[src/rtl/shift_serializer_tx_pkg.sv]
// Shared definitions for the serializer: FSM state encoding and the select codes
// it has in common with universal_shift_register.
package shift_serializer_tx_pkg;

   typedef enum logic {
      ST_IDLE  = 1'b0,
      ST_SHIFT = 1'b1
   } state_t;

   typedef enum logic [1:0] {
      SEL_HOLD = 2'b00,
      SEL_SHL  = 2'b01,
      SEL_SHR  = 2'b10,
      SEL_LOAD = 2'b11
   } sel_t;

   // MSB-first words leave from the top, so the register moves left; LSB-first moves right.
   function automatic sel_t out_dir(input bit msb_first);
      return msb_first ? SEL_SHL : SEL_SHR;
   endfunction

endpackage

[src/rtl/shift_hold_buf.sv]
// One-word holding register in front of the shifter, with its full flag and
// a pi_ready that depends only on registered state.
module shift_hold_buf #(
   parameter int WIDTH = 4
) (
   input  logic             clk,
   input  logic             rst,
   input  logic [WIDTH-1:0] pi,
   input  logic             pi_valid,
   input  logic             take,
   output logic [WIDTH-1:0] hold_word,
   output logic             hold_full,
   output logic             pi_ready
);

   logic accept;

   assign pi_ready = !hold_full;
   assign accept   = pi_valid && pi_ready;

   // NOTE: state registers use non-blocking assignments so every flop samples pre-edge values.
   always_ff @(posedge clk or posedge rst) begin
      if (rst) begin
         hold_full <= 1'b0;
      end else if (accept) begin
         hold_full <= 1'b1;
      end else if (take) begin
         hold_full <= 1'b0;
      end
   end

   // NOTE: the data register is not reset; hold_full alone says whether it is meaningful.
   always_ff @(posedge clk) begin
      if (accept) begin
         hold_word <= pi;
      end
   end

   // Accept needs an empty buffer and take needs a full one, so they never coincide.
   a_no_conflict : assert property (@(posedge clk) disable iff (rst) !(accept && take));
   a_take_full   : assert property (@(posedge clk) disable iff (rst) take |-> hold_full);

endmodule

[src/rtl/shift_serializer_tx.sv]
// Parallel-in / serial-out transmitter: one buffered word, gapless streaming,
// per-bit valid with first/last markers.
module shift_serializer_tx
   import shift_serializer_tx_pkg::*;
#(
   parameter int WIDTH     = 4,
   parameter bit MSB_FIRST = 1'b1
) (
   input  logic             clk,
   input  logic             rst,
   input  logic [WIDTH-1:0] PI,
   input  logic             pi_valid,
   output logic             pi_ready,
   output logic             SO,
   output logic             so_valid,
   output logic             so_first,
   output logic             so_last,
   output logic             busy
);

   localparam int               CNT_W     = $clog2(WIDTH);
   localparam logic [CNT_W-1:0] LAST_CNT  = CNT_W'(WIDTH - 1);
   localparam sel_t             SHIFT_DIR = out_dir(MSB_FIRST);

   state_t           state;
   logic [WIDTH-1:0] shift_reg;
   logic [CNT_W-1:0] bit_cnt;
   logic [WIDTH-1:0] hold_word;
   logic             hold_full;
   logic             last_bit;
   logic             take;
   sel_t             sel;

   shift_hold_buf #(.WIDTH(WIDTH)) u_hold (
      .clk       (clk),
      .rst       (rst),
      .pi        (PI),
      .pi_valid  (pi_valid),
      .take      (take),
      .hold_word (hold_word),
      .hold_full (hold_full),
      .pi_ready  (pi_ready)
   );

   assign last_bit = (state == ST_SHIFT) && (bit_cnt == LAST_CNT);

   // A buffered word is loaded whenever the shifter is free or finishing its last bit.
   // NOTE: sel gets a default first so no path through this block infers a latch.
   always_comb begin
      sel = SEL_HOLD;
      if (state == ST_IDLE) begin
         if (hold_full) begin
            sel = SEL_LOAD;
         end
      end else if (last_bit && hold_full) begin
         sel = SEL_LOAD;
      end else begin
         sel = SHIFT_DIR;
      end
   end

   assign take = (sel == SEL_LOAD);

   always_ff @(posedge clk or posedge rst) begin
      if (rst) begin
         state     <= ST_IDLE;
         shift_reg <= '0;
         bit_cnt   <= '0;
      end else begin
         case (sel)
            SEL_LOAD: shift_reg <= hold_word;
            SEL_SHL:  shift_reg <= {shift_reg[WIDTH-2:0], 1'b0};
            SEL_SHR:  shift_reg <= {1'b0, shift_reg[WIDTH-1:1]};
            default:  shift_reg <= shift_reg;
         endcase

         case (state)
            ST_IDLE: begin
               if (hold_full) begin
                  bit_cnt <= '0;
                  state   <= ST_SHIFT;
               end
            end
            ST_SHIFT: begin
               if (last_bit) begin
                  bit_cnt <= '0;
                  if (!hold_full) begin
                     state <= ST_IDLE;
                  end
               end else begin
                  bit_cnt <= bit_cnt + CNT_W'(1);
               end
            end
            default: begin
               state   <= ST_IDLE;
               bit_cnt <= '0;
            end
         endcase
      end
   end

   // Outputs decode registered state only; idle forces SO low.
   assign so_valid = (state == ST_SHIFT);
   assign SO       = so_valid && (MSB_FIRST ? shift_reg[WIDTH-1] : shift_reg[0]);
   assign so_first = so_valid && (bit_cnt == '0);
   assign so_last  = last_bit;
   assign busy     = so_valid || hold_full;

   a_cnt_range : assert property (@(posedge clk) disable iff (rst) bit_cnt <= LAST_CNT);

endmodule
[config.mk]
export PLATFORM = sky130hd
export DESIGN_NAME = shift_serializer_tx
export DESIGN_NICKNAME = d
export VERILOG_FILES = /design/src/rtl/shift_serializer_tx_pkg.sv /design/src/rtl/shift_hold_buf.sv /design/src/rtl/shift_serializer_tx.sv
export SDC_FILE = /design/constraint.sdc
export NUM_CORES = 1
export LEC_CHECK = 0
export CAP_MARGIN = 20
export CORE_AREA = 8 8 45 47
export CTS_BUF_LIST = sky130_fd_sc_hd__clkbuf_4
export CTS_CLUSTER_DIAMETER = 40
export DETAILED_ROUTE_END_ITERATION = 7
export DIE_AREA = 0 0 53 55
export PLACE_DENSITY = 0.72
export SLEW_MARGIN = 20
export SYNTH_ARGS = -nofsm -noshare
export SYNTH_HDL_FRONTEND = slang
export SYNTH_SLANG_ARGS = --single-unit
[constraint.sdc]
create_clock -name clk -period 4.7 [get_ports clk]
set_input_delay 0.94 -clock clk [delete_from_list [all_inputs] [get_ports clk]]
set_output_delay 0.94 -clock clk [all_outputs]
set_load 0.02 [all_outputs]
* Word-level counts from Yosys, hierarchy flattened
Index checks and enable logic that the tools add are counted.
** Cells by class
- Equality and inequality tests :: 5
- Bitwise gates (word level) :: 1
- Mux-type cells :: 12
- Reductions and logical operators :: 10
- Add/sub/neg operators :: 1
** Operators with widths (number)
- case mux 4 bit (3 select lines) :: 1
- two-way mux 2 bit :: 5
- == test 2 bit, second input constant :: 3
- logical AND 1 bit :: 5
- two-way mux 1 bit :: 4
- case mux 2 bit (2 select lines) :: 1
- nonzero test 3 bit :: 1
- adder 2 x 1 -> 2 bit, second input constant :: 1
- == test 2 x 1 -> 1 bit, second input constant :: 1
- logical NOT 2 bit :: 1
- != test 2 x 1 -> 1 bit, second input constant :: 1
- case mux 1 bit (2 select lines) :: 1
- nonzero test 2 bit :: 1
- logical NOT 1 bit :: 1
- logical OR 1 bit :: 1
- inverter 1 bit :: 1
** Storage, ports and cells
- Bits in registers :: 12
- Output and inout bits :: 6
- Input bits :: 7
- Logic and storage cells :: 34

* Longest topological paths before layout
Gate-level depths: netlist of the first run.
- Depth in word-level cells :: 8
- Mapped depth :: 6
- Depth with buffers taken out :: 6

* Modules after synthesis
A second synthesis of the first run with hierarchy kept.
** Second synthesis, totals
- Cells, all modules :: 54
- Area total of the unflattened synthesis :: 631.9 um2
** Modules (own cells, without submodules)
- shift_serializer_tx :: instances 1, area each 462.9 um2, seq. area each 175.2 um2, cells each 45
- shift_hold_buf :: instances 1, area each 168.9 um2, seq. area each 145.1 um2, cells each 9

* Least setup slack after synthesis of the first run
OpenSTA, ideal clock, no wires.
- Kind :: register to output
- Start :: register state (netlist: so_valid)
- End :: output SO
- Arrival time :: 919 ps
- Data required time :: 3760 ps
- Buffers on the path :: 1
- Path slack :: 2841 ps
- Stages on the path, launching flop included :: 3
- Cell sequence :: dfrtp_1 > buf_2 > and2_1
** Between the ends
- Word-level cells in the longest chain between the ends :: 1
** Ends and longest elaborated chain
- start: declaration :: line shift_serializer_tx.sv:25 : state_t state;
- start signal: assignment :: line shift_serializer_tx.sv:66 : state <= ST_IDLE;
- start signal: assignment :: line shift_serializer_tx.sv:81 : state <= ST_SHIFT;
- start signal: assignment :: line shift_serializer_tx.sv:88 : state <= ST_IDLE;
- logical AND 1 bit :: line shift_serializer_tx.sv:104 : assign SO = so_valid && (MSB_FIRST ? shift_reg[WIDTH-1] : shift_reg[0]);
- end: declaration :: line shift_serializer_tx.sv:14 : output logic SO,
No other way between the ends.

* Worst setup path in the final report of the first run
- Start :: register u_hold.hold_full
- End :: output busy
** Between the ends
- Word-level cells in the longest chain between the ends :: 1
** Ends and longest elaborated chain
- start: declaration :: line shift_hold_buf.sv:12 : output logic hold_full,
- start signal: assignment :: line shift_hold_buf.sv:24 : hold_full <= 1'b0;
- start signal: assignment :: line shift_hold_buf.sv:26 : hold_full <= 1'b1;
- start signal: assignment :: line shift_hold_buf.sv:28 : hold_full <= 1'b0;
- logical OR 1 bit :: line shift_serializer_tx.sv:107 : assign busy = so_valid || hold_full;
- end: declaration :: line shift_serializer_tx.sv:18 : output logic busy
No other way between the ends.

==> flow_summary.toml, run 1 <==
[synth]
synth_flop_cell = "dfrtp_1"
yosys.cell_types.count = 22
ys_ff_latch = 12
synth_commonest_cells = "dfrtp_1 (8), inv_1 (6)"
syn_inst = 53
synth-edff-count = 4
synth_area_leaders = "dfrtp_1 (33%), edfxtp_1 (20%), ha_1 (8.3%)"
syn_area_um2 = 603.1
ys.warnings.count = 0
synth_top_area_cell = "dfrtp_1"
syn_area_per_cell_um2 = 11.38
synth_fp_nets = 64
synth_most_common_cell = "dfrtp_1"
synth-async-reset-ratio_pct = 66.67
yosysSeqAreaShare_pct = 53.11
synth_top_cell_area_share_pct = 33.20

[setup_path]
worst_ep_required_time_ns = 3.76
critPathKind = "flip-flop to primary output"
cp_max_fo = 12
critPathArrivalTime_ns = 1.66
ff2ff_path_depth = 6
worst_setup_path_end_kind = "primary output"
r2r_slack_ns = 2.86
cp-start-kind = "flip-flop"

[cts]
post_cts_resized = 0
root_buffer = "clkbuf_4"
cts_buffers = 3
clk_latency_ns = 0.27
htree_levels = 1
cts_tree = "done"
clockBufferDepth = 2
ctsHoldBuffers = 0
clock-sinks = 12
path_clk_slew_ns = 0.07
post_cts_buffers = 0

[outcome]
outcome = "complete, no violations"

[grt]
grt_pass1_wl_mm = 1.738
grt_pass1_vias = 443
grt_usage_pct = 7.951
antenna_found_initial = 0
grt_max_degree = 13
grt.overflow.total = 0

[sta]
worstMarginPinSlew_ns = 0.3609
setup_viol = 0
rsz0062_at_grt = "no"
slew_headroom_pct = 75.94
period_share_pct = 55.23
fin_setup_tns_ns = 0
min_period_ns = 2.596
fmax_ghz = 0.3853
slew_violations = 0
hold_viol = 0
skew_ns = 0.006475
whs_ns = 0.5413

[route]
drtPass1Iterations = 2
postRouteAntennaNets = 0
totalWireLength_um = 975
drc = 0
first_iter_violations = 2
vias = 418
post_drt_wl_per_cell_um = 11.75
via_per_inst = 5.036

[cells_and_area]
num-nets-final = 79
antennaDiodeCount = 0
area_growth_pct = 25.52
n_fill_cell = 123
drive_above_1_share_pct = 8.955

[pwr]
ir_drop_mv = 0.2560
seqPwrFrac_pct = 39.6
p_leak_nw = 0.3158
finalPower_mw = 0.4675
netSwitchingFraction_pct = 36.60
power_density_nw_per_um2 = 617.5
comb_power_share_pct = 45.4
p_int_mw = 0.2964
p_sw_mw = 0.1711
clkPwrFrac_pct = 14.9

[floorplanning]
coreArea_um2 = 1384
fp.dieW_um = 53
die-height_um = 55
io_pins = 13
rows = 14
start_util_pct = 43.58
die-area_um2 = 2915

[placed_design]
place_hpwl_um = 780
io_buffers = 12
gp_congestion = 0.8355

[worst_hold_path]
min_path_cells = 2
min_path_type = "flip-flop to flip-flop"

[flow_run]
drv_cap = 0
## cells in the final DEF, fill, tap and decap left out
master,count
a21oi_1,1
a221oi_1,2
a31oi_1,2
and2_1,4
and2b_1,1
clkbuf_4,4
clkdlybuf4s50_1,12
dfrtp_1,8
edfxtp_1,4
ha_1,4
inv_1,6
mux2_2,1
nand2_1,4
nand2b_1,1
nand3b_1,2
nor2_1,1
nor2_4,1
nor2b_1,2
nor3_1,2
o31ai_1,2
o32ai_1,1
or3b_1,2
## power by group through the flow
stage,clock (mW),sequential (mW),combinational (mW)
2_1_floorplan,0,0.170,0.166
3_3_place_gp,0,0.187,0.215
3_5_place_dp,0,0.188,0.215
4_1_cts,0.0742,0.186,0.215
5_1_grt,0.0787,0.192,0.237
6_report,0.0699,0.185,0.212
## critical path, stage by stage, from the launching register on
cell             delay (ns)
dfrtp_1                0.56
nor2_4                 0.10
inv_1                  0.12
clkdlybuf4s50_1        0.62
## per-stage QoR
step | cell area [um^2] | cells | setup WS, ns | util (%)
CTS | 757.0 | 83 | 2.088 | 54.70
global placement | 726.9 | 79 | 2.417 | 52.53
detailed placement | 726.9 | 79 | 2.385 | 52.53
finish | 757.0 | 83 | 2.104 | 54.70
global route | 757.0 | 83 | 2.035 | 54.70
floorplan | 603.1 | 53 | 2.841 | -
## path summary, 6_finish.rpt
kind,from,endpoint
setup / recovery,u_hold.hold_full$_DFFE_PP0P_,busy
hold / removal,u_hold.hold_word[0]$_DFFE_PP_,shift_reg[0]$_DFFE_PP0P_
setup reg to reg,bit_cnt[0]$_DFFE_PP0P_,shift_reg[2]$_DFFE_PP0P_
hold reg to reg,u_hold.hold_word[0]$_DFFE_PP_,shift_reg[0]$_DFFE_PP0P_
max in group asynchronous,rst,bit_cnt[1]$_DFFE_PP0P_
min in group asynchronous,rst,shift_reg[1]$_DFFE_PP0P_
## routing by layer
metal / GRT usage (%) / up-vias / wire length, um
li1: - / 212 / -
met2: 13.09 / 10 / 470
met4: 6.466 / 0 / 25
met3: 2.139 / 4 / 50
met5: 0 / - / 0
met1: 8.451 / 192 / 428
## cell type report
class | count | area [um^2] | area share [%]
clock buffer | 4 | 30.03 | 3.967
tap | 16 | 20.02 | 2.645
sequential | 12 | 320.3 | 42.31
inverter | 6 | 22.52 | 2.975
timing repair buffer | 12 | 120.1 | 15.87
multi-input combinational | 33 | 244.0 | 32.23
## logic make-up after synthesis
kind of cell	count (synthesis)	share of synthesized area [%]
and+or+nand+nor	20	20.54
DFF	12	53.11
AOI/OAI and AO/OA	8	9.750
buffers and inverters	8	6.430
adders and majority gates	4	8.299
muxes	1	1.867
No activity file was read; power rests on OpenSTA's default activity.
==> run 2: changes to the inputs <==
Clock period 4.7 ns to 2.7 ns, I/O delays scaled along.
==> results of run 2 <==
Same layout as run 1 (identical final DEF). Status: complete, no violations.
Main changes from that run: final weighted congestion in routability-driven placement 0.8355 -> 0.8356; setup slack after placement 2.385 ns -> 0.7850 ns; setup slack after layout 2.104 ns -> 0.5044 ns; hold slack 0.5413 ns -> 0.5095 ns; register-to-register setup slack 2.86 ns -> 0.86 ns; total power 0.4675 mW -> 0.8137 mW; worst IR drop on VDD 0.2560 mV -> 0.4455 mV
==> run 3: changes to the inputs <==
Clock period 2.7 ns to 2.3 ns, I/O delays scaled along.
==> run 3 against run 2 <==
Against the previous run:
- clock power rose by 12%
- wire length rose by 9.3%
- core utilization shrank 0.27 points
- global-route usage up 0.79 points
- sequential power rose by 18%
- die area unchanged
- combinational power is 18% higher
- worst hold slack lost 0.092 ns
- power up 17%
- via count increased by 2.9%
- clock-buffer cell count shrank 1
- flip-flop and latch count stayed put
- highest routed layer unchanged
==> flow_summary.toml, run 3 (synthesized netlist as in run 1, its figures left out) <==
[route]
totalWireLength_mm = 1.066
via_per_inst = 5.181
post_drt_wl_per_cell_um = 12.84
drtPass1Iterations = 4
vias = 430
first_iter_violations = 5
postRouteAntennaNets = 0
drc = 0

[sta]
min_period_ns = 2.177
fin_setup_tns_ns = 0
skew_ns = 0.0005722
fmax_ghz = 0.4593
setup_ws_ns = 0.1229
slew_headroom_pct = 74.79
setup_viol = 0
rsz0062_at_grt = "no"
period_share_pct = 94.66
slew_violations = 0
hold_viol = 0
worstMarginPinSlew_ns = 0.3781

[floorplanning]
coreArea_um2 = 1384
io_pins = 13
start_util_pct = 43.58
fp.dieW_um = 53
die-area_um2 = 2915
die-height_um = 55
rows = 14

[setup_path]
path_buf_inv = 2
worstPathCellList = "nor2_4 -> inv_1 -> clkdlybuf4s50_1"
worst_setup_path_end_kind = "primary output"
critPathArrivalTime_ns = 1.72
path_delay_family = "buffers and inverters"
critPathKind = "flip-flop to primary output"
cp-start-kind = "flip-flop"
crit_path_top_delay_cell = "clkdlybuf4s50_1"
cp_max_fo = 12
worst_ep_required_time_ns = 1.84
critPathMaxStageDelay_ns = 0.63

[pwr]
power_density_nw_per_um2 = 1268
ir_drop_mv = 0.4814
p_leak_nw = 0.3127

[cts]
clock-sinks = 12
cts_tree = "done"
path_clk_slew_ns = 0.07
clk_latency_ns = 0.28
clockBufferDepth = 2
ctsHoldBuffers = 0
cts_buffers = 3
post_cts_buffers = 0
htree_levels = 1
post_cts_resized = 0
root_buffer = "clkbuf_4"

[cells_and_area]
antennaDiodeCount = 0
num-nets-final = 79
area_growth_pct = 24.90
fin_util_pct = 54.43
final_cell_mix = "clkdlybuf4s50_1 (12), dfrtp_1 (8), inv_1 (6)"
drive_above_1_share_pct = 7.463
layout_commonest_cell = "clkdlybuf4s50_1"
final_area_um2 = 753.2
n_fill_cell = 125

[placed_design]
place_hpwl_um = 850.9
preCtsSetupSlack_ns = 0.4311
io_buffers = 12
gp_congestion = 0.8249
post_dp_cell_area_um2 = 726.9

[grt]
antenna_found_initial = 0
grt_pass1_vias = 427
grt_max_degree = 13
grt.overflow.total = 0
grt_pass1_wl_mm = 1.780
grt_usage_pct = 8.744

[worst_hold_path]
min_path_type = "input pin to async pin"

[flow_run]
drv_cap = 0

[outcome]
outcome = "complete, no violations"
==> run 3: cell count changes in the layout (fill, tap and decap cells not counted) <==
cell / before / now
clkbuf_4: 4 / 3
clkinv_1: 0 / 1
==> run 3: where the power goes <==
part	total [mW]	internal, mW	switching (mW)
clock	0.137	0.0630	0.0740
sequential	0.381	0.299	0.0826
combinational	0.436	0.227	0.209
==> run 3: metrics by stage <==
step / power (mW) / hold WS [ns] / cells
6_report: 0.9547 / 0.4179 / 83
5_1_grt: 1.032 / 0.4553 / 83
4_1_cts: 0.9629 / 0.4346 / 83
3_5_place_dp: 0.8299 / 0.5533 / 79
3_3_place_gp: 0.8141 / 0.5365 / 79
2_1_floorplan: 0.6881 / 0.2757 / 53
==> run 3: worst paths after layout <==
check                      depth (start not counted)  slack, ns                       end                          start
min in group clk                                   2       0.56  shift_reg[3]$_DFFE_PP0P_  u_hold.hold_word[3]$_DFFE_PP_
max in group asynchronous                          2       1.66  shift_reg[3]$_DFFE_PP0P_                            rst
max                                                3       0.12                      busy   u_hold.hold_full$_DFFE_PP0P_
min reg2reg                                        2       0.56  shift_reg[3]$_DFFE_PP0P_  u_hold.hold_word[3]$_DFFE_PP_
min                                                2       0.42    bit_cnt[1]$_DFFE_PP0P_                            rst
max reg2reg                                        6       0.44  shift_reg[1]$_DFFE_PP0P_         bit_cnt[0]$_DFFE_PP0P_
==> run 3: layout make-up <==
cell class / count / area [um^2] / share of cell area (%)
sequential: 12 / 320.3 / 42.52
timing repair buffer: 12 / 120.1 / 15.95
inverter: 6 / 22.52 / 2.990
multi-input combinational: 33 / 244.0 / 32.39
tap: 16 / 20.02 / 2.658
clock inverter: 1 / 3.754 / 0.4983
clock buffer: 3 / 22.52 / 2.990
==> run 3: layer usage <==
layer | GRT usage [%] | wire (um) | vias up
li1 | - | - | 212
met1 | 8.661 | 432 | 199
met2 | 13.67 | 506 | 14
met3 | 4.011 | 86 | 5
met4 | 7.759 | 41 | 0
met5 | 0 | 0 | -
